File: src/rtl/dtc_share_arbiter.sv
// rtl/dtc_share_arbiter.sv - round-robin sharing of one combinational decision-tree classifier
module dtc_share_arbiter #(
    parameter int NREQ  = 4,
    parameter int IN_W  = 11,
    parameter int OUT_W = 3,
    parameter int CNT_W = 16
) (
    input  logic                  clk,
    input  logic                  rst_n,
    input  logic [NREQ-1:0]       req_valid,
    output logic [NREQ-1:0]       req_ready,
    input  logic [NREQ*IN_W-1:0]  req_feat,
    output logic [IN_W-1:0]       dt_inp,
    input  logic [OUT_W-1:0]      dt_outp,
    output logic [NREQ-1:0]       rsp_valid,
    input  logic [NREQ-1:0]       rsp_ready,
    output logic [NREQ*OUT_W-1:0] rsp_class,
    output logic                  busy,
    output logic [CNT_W-1:0]      done_cnt
);

    localparam int IDX_W = (NREQ > 1) ? $clog2(NREQ) : 1;

    typedef enum logic [1:0] {
        IDLE = 2'd0,
        EVAL = 2'd1,
        RESP = 2'd2
    } state_t;

    state_t           state;
    state_t           state_nxt;
    logic [IDX_W-1:0] rr_ptr;
    logic [IDX_W-1:0] gnt_q;
    logic [IDX_W-1:0] win_idx;
    logic             win_found;
    logic [IN_W-1:0]  feat_q;
    logic [OUT_W-1:0] cls_q;
    logic             rsp_hs;

    // Search starts one past the last served requester so every waiter is reached within NREQ grants.
    always_comb begin
        int               cand;
        logic [IDX_W-1:0] cand_idx;
        win_found = 1'b0;
        win_idx   = '0;
        cand      = 0;
        cand_idx  = '0;
        for (int k = 1; k <= NREQ; k++) begin
            cand     = (int'(rr_ptr) + k) % NREQ;
            cand_idx = IDX_W'(cand);
            if (!win_found && req_valid[cand_idx]) begin
                win_found = 1'b1;
                win_idx   = cand_idx;
            end
        end
    end

    assign rsp_hs = (state == RESP) && rsp_ready[gnt_q];

    always_ff @(posedge clk or negedge rst_n) begin
        if (!rst_n) begin
            state <= IDLE;
        end else begin
            state <= state_nxt;
        end
    end

    always_comb begin
        state_nxt = state;
        req_ready = '0;
        rsp_valid = '0;
        rsp_class = '0;
        case (state)
            IDLE: begin
                if (win_found) begin
                    req_ready[win_idx] = 1'b1;
                    state_nxt          = EVAL;
                end
            end
            EVAL: begin
                state_nxt = RESP;
            end
            RESP: begin
                rsp_valid[gnt_q]                         = 1'b1;
                rsp_class[int'(gnt_q)*OUT_W +: OUT_W] = cls_q;
                if (rsp_hs) begin
                    state_nxt = IDLE;
                end
            end
            default: begin
                state_nxt = IDLE;
            end
        endcase
    end

    always_ff @(posedge clk or negedge rst_n) begin
        if (!rst_n) begin
            rr_ptr   <= IDX_W'(NREQ - 1);
            gnt_q    <= '0;
            feat_q   <= '0;
            cls_q    <= '0;
            done_cnt <= '0;
        end else begin
            if (state == IDLE && win_found) begin
                feat_q <= req_feat[int'(win_idx)*IN_W +: IN_W];
                gnt_q  <= win_idx;
            end
            // The tree has had a full cycle on a registered input, so its output is settled here.
            if (state == EVAL) begin
                cls_q <= dt_outp;
            end
            if (rsp_hs) begin
                rr_ptr <= gnt_q;
                if (done_cnt != {CNT_W{1'b1}}) begin
                    done_cnt <= done_cnt + CNT_W'(1);
                end
            end
        end
    end

    assign dt_inp = feat_q;
    assign busy   = (state != IDLE);

endmodule

File: config.mk
export PLATFORM = sky130hd
export DESIGN_NAME = dtc_share_arbiter
export DESIGN_NICKNAME = d
export VERILOG_FILES = /design/src/rtl/dtc_share_arbiter.sv
export SDC_FILE = /design/constraint.sdc
export NUM_CORES = 1
export LEC_CHECK = 0
export CAP_MARGIN = 20
export CORE_ASPECT_RATIO = 0.7
export CORE_MARGIN = 8
export CORE_UTILIZATION = 37
export DETAILED_ROUTE_END_ITERATION = 16
export PLACE_DENSITY = 0.81
export SYNTH_ARGS = -nofsm -noshare
export SYNTH_HDL_FRONTEND = slang
export SYNTH_SLANG_ARGS = --single-unit
File: constraint.sdc
create_clock -name clk -period 2 [get_ports clk]
set_clock_uncertainty 0.2 [all_clocks]
set_input_delay 0.4 -clock clk [delete_from_list [all_inputs] [get_ports clk]]
set_output_delay 0.4 -clock clk [all_outputs]
set_load 0.01 [all_outputs]
# Yosys cells after proc, flatten, opt, wreduce, memory -nomap -nowiden

Cells that the tools add are included.

Word-level logic and storage cells: 74
Flip-flop bits (word level): 36

Order comparisons: 8
Equal/unequal tests: 5
Shifts and indexed selects: 3
Bitwise logic cells: 1
Add/sub/neg operators: 6
Multiply operators: 2
Reductions and logical operators: 14
Muxes and demuxes: 29

Operator list:

| cell                      | number |
|---|---|
| $shiftx A44 B7 Y11        | 1 |
| $neg A4 Y33               | 1 |
| $shift A3 B33 Y12 const A | 1 |
| $shiftx A3 B33 Y12        | 1 |
| $lt A2 B3 Y1 const B      | 6 |
| $add A16 B1 Y16 const B   | 1 |
| $ne A16 B16 Y1 const B    | 1 |
| $and A12 B12 Y12          | 1 |
| $mux W12                  | 1 |
| $mux W2                   | 6 |
| $mux W4                   | 3 |
| $mux W1                   | 11 |
| $bmux W1 S2               | 5 |
| $logic_and A1 B1 Y1       | 7 |
| $mul A2 B4 Y6 const B     | 1 |
| $pmux W2 S3               | 1 |
| $add A2 B1 Y2 const B     | 2 |
| $add A2 B2 Y2 const B     | 2 |
| $demux W1 S2              | 2 |
| $ge A2 B1 Y1 const B      | 2 |
| $mul A2 B2 Y4 const B     | 1 |
| $ne A2 B2 Y1 const B      | 2 |
| $reduce_and A2 Y1         | 2 |
| $logic_not A1 Y1          | 3 |
| 4 further kinds           | 4 |

# Depth between registers and ports, before layout

Depth after elaboration: 19
Gate-level depth with buffers: 7

# Least setup slack after synthesis

No wires, ideal clock.

Kind: register to output
From: register rr_ptr[1]
To: output port req_ready[0]
Setup slack: -221 ps
Stages on the path, launching flop included: 7
Path buffers: 2
Data arrival time: 1621 ps
Path through: dfstp_2 -> buf_2 -> a21oi_1 -> a31oi_1 -> a21oi_4 -> buf_4 -> nor3b_1

Longest elaborated chain between the ends: 19
Elaborated cells between the ends (all ways): 33

RTL lines:

| item                                                                      | line | source |
|---|---|---|
| start: declaration                                                        | 32   | `logic [IDX_W-1:0] rr_ptr;` |
| start signal: assignment                                                  | 98   | `rr_ptr <= IDX_W'(NREQ - 1);` |
| start signal: assignment                                                  | 113  | `rr_ptr <= gnt_q;` |
| $add A2 B1 Y2                                                             | 49   | `cand = (int'(rr_ptr) + k) % NREQ;` |
| $bmux W1 S2                                                               | 51   | `if (!win_found && req_valid[cand_idx]) begin` |
| $mux W1 (not written as such)                                             | 51   |  |
| $mux W1                                                                   | 51   |  |
| $logic_not A1 Y1                                                          | 51   |  |
| $logic_and A1 B1 Y1                                                       | 51   |  |
| $mux W1                                                                   | 51   |  |
| $logic_not A1 Y1                                                          | 51   |  |
| [3 not listed]                                                            | --   |  |
| $logic_and A1 B1 Y1                                                       | 51   |  |
| $mux W2                                                                   | 51   |  |
| $lt A2 B3 Y1 (not written as such) / $ge A2 B1 Y1 (equally long branches) | 76   | `req_ready[win_idx] = 1'b1;` |
| $logic_and A1 B1 Y1 (not written as such)                                 | 76   |  |
| $mux W1 (not written as such)                                             | 76   |  |
| $demux W1 S2                                                              | 76   |  |
| $mux W4 *                                                                 | 75   | `if (win_found) begin` |
| $mux W4 *                                                                 | 73   | `case (state)` |
| end: declaration                                                          | 11   | `output logic [NREQ-1:0] req_ready,` |

Mark *: on every way between the ends. The rest lies on a longest branch, timed or not. The select of a mux whose other input is x is not followed.

# Worst setup path after layout

Same ends and word-level chain as after synthesis.

==> results <==
- The share of the core filled with cells is 73.60%.
- The width of the die is 107.0 um.
- Of the total synthesized cell area, the portion taken by full adders, half adders and majority gates is 3.499%.
- The estimated wirelength of the detail-placed design is 5290 um.
- After synthesis, the most frequently instantiated cells are sky130_fd_sc_hd__dfrtp_1, sky130_fd_sc_hd__mux2i_1, sky130_fd_sc_hd__nand2_1, sky130_fd_sc_hd__and2_1, sky130_fd_sc_hd__nor2_1.
- The main combinational cell family by area after synthesis is simple AND/OR/NAND/NOR gates.
- After synthesis, the largest area contributor takes up 39.65% of total cell area.
- The most used flip-flop cell after synthesis is sky130_fd_sc_hd__dfrtp_1.
- The total congestion overflow after global routing is 0.
- The most instantiated library cell after synthesis is sky130_fd_sc_hd__dfrtp_1.
- Entering global routing, the biggest net connects 37 pins.
- Setup slack on the worst reg-to-reg path comes out at -190 ps.
- TritonCTS built the clock tree.
- Of the total synthesized cell area, the portion taken by XOR and XNOR cells is 6.122%.
- The number of non-filler instances in the completed layout is 451.
- During placement, the flow inserted port buffers numbering 104.
- The count of flip-flops with a built-in enable after synthesis is 0.
- In this run the vertical extent of the chip is 79.72 um.
- Setup total negative slack on the finished layout was measured at -6685 ps.
- The core box area is 5669 um2.
- By area the synthesized netlist is led by sky130_fd_sc_hd__dfrtp_1, sky130_fd_sc_hd__mux2i_1, sky130_fd_sc_hd__and2_1, sky130_fd_sc_hd__o221ai_1, sky130_fd_sc_hd__xor2_1.
- 0 antenna diodes ended up in the layout.
- The number of synthesized register bits is 36.
- Summing the sequential cell areas from Yosys gives 42.10% of the chip area.
- In the synthesized netlist, mux cells make up 14.40% of the area.
- Of the cells placed in the final design, the portion with a size suffix greater than 1 is 42.82%.
- The checks that failed: negative setup slack.
- The number of buffers created by CTS is 5.
- The mean instance size in the synthesized netlist is 10.27 um2.
- After clock tree synthesis, the clock-pin slew on the worst setup and hold paths is 80 ps.
- Dividing the detail-routed wire length by the instance count gives 17.87 um.
- The final wirelength is 8059 um.
- Setup slack on the critical path of the routed design comes to -420.3 ps.
- The cell at the root of the clock tree is sky130_fd_sc_hd__clkbuf_8.
- The later-pin clock latency in the skew report is 280 ps.
- The I/O pin total is 105.
- The worst setup path is launched from a flip-flop.
- The buffer levels on the longest clock path is 2.
- At the worst endpoint, the required time is 1400 ps.
- The cell leakage power is 1.904 nW.
- Once detail routing completed, the nets flagged for antenna violations numbered 0.
- The placed cell count is 417.
- For this run, the number of Yosys warnings is 0.
- The average vias per placed instance is 5.082.
- Setup repair after global routing could not meet its margin everywhere.
- Power comes to 4.990 mW.
- For this configuration, the core starts out at a cell density of 37.85%.
- Setup violations remaining at the end of the flow were counted as 47.
- The run finished, with violations left.
- The routed layout has 2292 vias.
- In the routed design, unresolved DRC markers number 0.
- Dividing total power by cell area gives a power density of 1196 nW/um2.
- The number of H-tree levels is 2.
- The worst-case IR drop observed on VDD is 738.6 uV.
- Synthesis produced 209 cells.
- The number of max-cap violations is 0.
- The max-slew headroom at the worst pin is 74.95%.
- The final layout contains 438 nets.
- OpenSTA, run right after detailed placement, puts the worst setup slack at -847.0 ps.
- The slew at the pin closest to its max-slew limit is 374.9 ps.
- Along the worst path, the maximum fanout reaches 3.
- The initial antenna violation count is 0.
- The final max-slew violation count came to 0.
- The cell accounting for the most synthesized area is sky130_fd_sc_hd__dfrtp_1.
- For this run, the top clock speed supported by timing is 0.4132 GHz.
- The post-synthesis share of cell area spent on and, or, nand and nor gates is 20.00%.
- At the worst endpoint, the arrival time is 1820 ps.
- The number of endpoints with negative hold slack in the final report was 0.
- The total routing resource utilization after global routing is 16.22%.
- The post-synthesis to final-layout area growth is 94.46%.
- Counting distinct cell types in the post-synthesis netlist gives 39.
- The first global-routing pass estimated 11430 um of wire.
- The routability-driven placement congestion ratio is 0.8453.
- The clock net sink count is 36.
- The tightest min-delay check is of the flip-flop to flip-flop type.
- The type of the worst setup path is flip-flop to primary output.
- The final period utilization is 121.0%.
- The overall die area is 8531 um2.
- The detailed router finished its first iteration with 51 violations.
- The via count of the first global-routing pass is 2314.
- The worst setup path is captured at a primary output.
- In the synthesized netlist the async set-or-reset flop fraction comes to 100.0%.
- The post-synthesis instance area is 2146 um2.
- The number of detailed-route iterations in the first pass is 4.
- The complex-gate fraction of the synthesized area is 9.913%.
- The smallest clock period supported by the final layout is computed as 2420 ps.
- When the netlist entered floorplanning its net count stood at 272.
- The placement row count is 23.
-- final timing paths --
kind                                           from                       end  cells after the start
max                           rr_ptr[1]$_DFFE_PN1P_              req_ready[0]                      6
min                        done_cnt[12]$_DFFE_PN0P_  done_cnt[12]$_DFFE_PN0P_                      1
max reg2reg                    gnt_q[0]$_DFFE_PN0P_   done_cnt[1]$_DFFE_PN0P_                      6
min reg2reg                done_cnt[12]$_DFFE_PN0P_  done_cnt[12]$_DFFE_PN0P_                      1
max in group asynchronous                     rst_n     rr_ptr[0]$_DFFE_PN1P_                      3
min in group asynchronous                     rst_n  done_cnt[14]$_DFFE_PN0P_                      3
-- area by class of cell --
class / count / area, um2
clock inverters: 3 / 18.77
well taps: 75 / 93.84
multi-input cells: 157 / 1455
flip-flops and latches: 36 / 904.6
fillers: 377 / 1496
repair buffers: 165 / 1589
clock buffers: 5 / 68.82
inverters: 10 / 42.54
-- layer usage --
layer  track usage (%)  wire length [um]  up-vias
li1                  -                 -     1076
met1             19.88              3317     1142
met2             28.29              4254       68
met3             3.952               370        6
met4             3.217               116        0
met5                 0                 0        -
-- sequential cells by signal, indices dropped and copies added, names as in the netlist --
signal / flops
cls_q: 3
done_cnt: 16
dt_inp: 11
gnt_q: 2
rr_ptr: 2
state: 2
-- stage by stage --
stage	cell area, um2	hold WS [ps]
6_report	4173	281.5
5_1_grt	4173	311.3
4_1_cts	3885	294.8
3_5_place_dp	3610	196.1
3_3_place_gp	3610	178.3
2_1_floorplan	2217	-95.59
-- power by group --
group          internal, mW  total [mW]  switching (mW)
clock network         0.243       0.513           0.270
logic                  1.86        3.27            1.41
registers             0.994        1.20           0.209
total                  3.10        4.99            1.89
-- kinds of logic after synthesis --
kind of cell / count (synthesis)
and+or+nand+nor: 80
muxes: 29
adders and majority gates: 6
AOI/OAI and AO/OA: 26
DFF: 36
xor gates and xnor gates: 15
buffers and inverters: 17
-- worst max-delay path: stages (launching register included) --
cell and delay (ps):
sky130_fd_sc_hd__dfstp_2 550, sky130_fd_sc_hd__mux2i_1 200, sky130_fd_sc_hd__o22ai_1 140, sky130_fd_sc_hd__a21oi_2 190
sky130_fd_sc_hd__buf_4 150, sky130_fd_sc_hd__nor3b_4 150, sky130_fd_sc_hd__buf_2 150
-- repair_timing --
item | 4_1_cts | 5_1_grt
setup buffers | 13 | 13
pin swaps | 10 | 19
cloned | 1 | 0
endpoints found under the hold margin | 34 | 0
gates resized for setup | 127 | 56
hold buffers | 1 | 0
endpoints found under the setup margin | 50 | 51
-- layout by cell type, fill, tap and decap left out, types with 9 or more instances in the layout --
master | synthesis | routed
sky130_fd_sc_hd__buf_6 | 2 | 32
sky130_fd_sc_hd__dfrtp_1 | 34 | 33
sky130_fd_sc_hd__mux2i_1 | 23 | 23
sky130_fd_sc_hd__clkdlybuf4s50_1 | 0 | 78
sky130_fd_sc_hd__and2_4 | 0 | 12
sky130_fd_sc_hd__nand2_1 | 19 | 17
sky130_fd_sc_hd__xor2_1 | 10 | 10
sky130_fd_sc_hd__nor2_2 | 0 | 9
sky130_fd_sc_hd__o221ai_1 | 11 | 11
sky130_fd_sc_hd__buf_4 | 1 | 37
Note: power is estimated with default switching activity, not from simulation.
==> edit (same settings) <==
Set the parameter `OUT_W` to 5 (it was 3).
--- a/src/rtl/dtc_share_arbiter.sv
+++ b/src/rtl/dtc_share_arbiter.sv
@@ -2,7 +2,7 @@
 module dtc_share_arbiter #(
     parameter int NREQ  = 4,
     parameter int IN_W  = 11,
-    parameter int OUT_W = 3,
+    parameter int OUT_W = 5,
     parameter int CNT_W = 16
 ) (
     input  logic                  clk,
Ports: changed (resized dt_outp and rsp_class); port bits go from 105 to 115. No check against the original RTL was run, so the function may have changed too.
==> edit against the original RTL <==
- the flow still finishes with violations (setup timing)
- area after synthesis up 6.1%
- design area increased by 9.5%
- routed wire length rose by 11%
- clock power up 9.6%
- total power rose by 10%
- critical path type unchanged
- sequential cell count up 2
- critical path depth rose by 1
- worst setup slack improved by 0.071 ns
==> edit: results <==
synth:
  yosysUniqueCellTypes: 43
  synth_cells: 223
  muxShareOfSynthArea: 0.1407
  synth_xor_area_frac: 0.05385
  ys_seq_area_frac: 0.4187
  synth_common_cells: "36 x dfrtp_1, 25 x nand2_1, 24 x and2_1"
cts:
  post_cts_buffers: 18
  cts-resized-gates: 189
  clk_latency_ns: 0.30
placement:
  place.port_buffers: 114
  dp_hpwl_mm: 6.122
  placed_area_sq_um: 3795
  placed_cells: 444
  gp_congestion: 0.8032
routing:
  drtIter0Drc: 74
  vias: 2429
  drt-met1-wl_mm: 3.526
  dr.pass1.iters: 5
  wl_mm: 8.936
  wl_per_cell_um: 18.69
critical_path:
  reg2reg_to: "dt_inp[8]"
  regToRegSetupSlack_ns: -0.22
  cp-startpoint: "rr_ptr[0]"
global_route:
  grtUsageMet1: 0.2208
  grt_pass1_wl_mm: 13.23
power:
  ir_drop_mv: 0.5376
  switching_power_w: 0.002125
  total_power_w: 0.005498
  p_leak_nw: 2.014
timing:
  setup_ws_ns: -0.3495
  slew_headroom: 0.6675
  fin_setup_tns_ns: -10.35
  setup_violations: 54
final_layout:
  drive_above_1_share: 0.4650
  final_area_sq_um: 4568
  final_nets: 464
outcome:
  violations: "setup timing"
  status: "finished, violations left"
[edit: changes by cell type after synthesis, sizes merged, moves of 3 or more]
cell,change
and2,+8
nand2,+7
nor4,+4
and3,-5
xor2,-3
[edit: worst min path at each step]
stage	startpoint	end	slack, ns	depth (start not counted)
after detailed placement	rst_n	done_cnt[5]	0.28	2
after CTS	dt_inp[7]	dt_inp[7]	0.30	2
after floorplan	rst_n	cls_q[0]	-0.1	0
after global routing	done_cnt[5]	done_cnt[5]	0.32	1
after global placement	dt_inp[10]	dt_inp[10]	0.27	2
final	done_cnt[5]	done_cnt[5]	0.30	1
[edit: cell type report]
cell class | instances | share of cell area
multi-input cells | 171 | 0.3709
repair buffers | 175 | 0.3689
flip-flops and latches | 38 | 0.2098
well taps | 78 | 0.02136
clock buffers | 6 | 0.01808
inverters | 8 | 0.008217
clock inverters | 2 | 0.002739
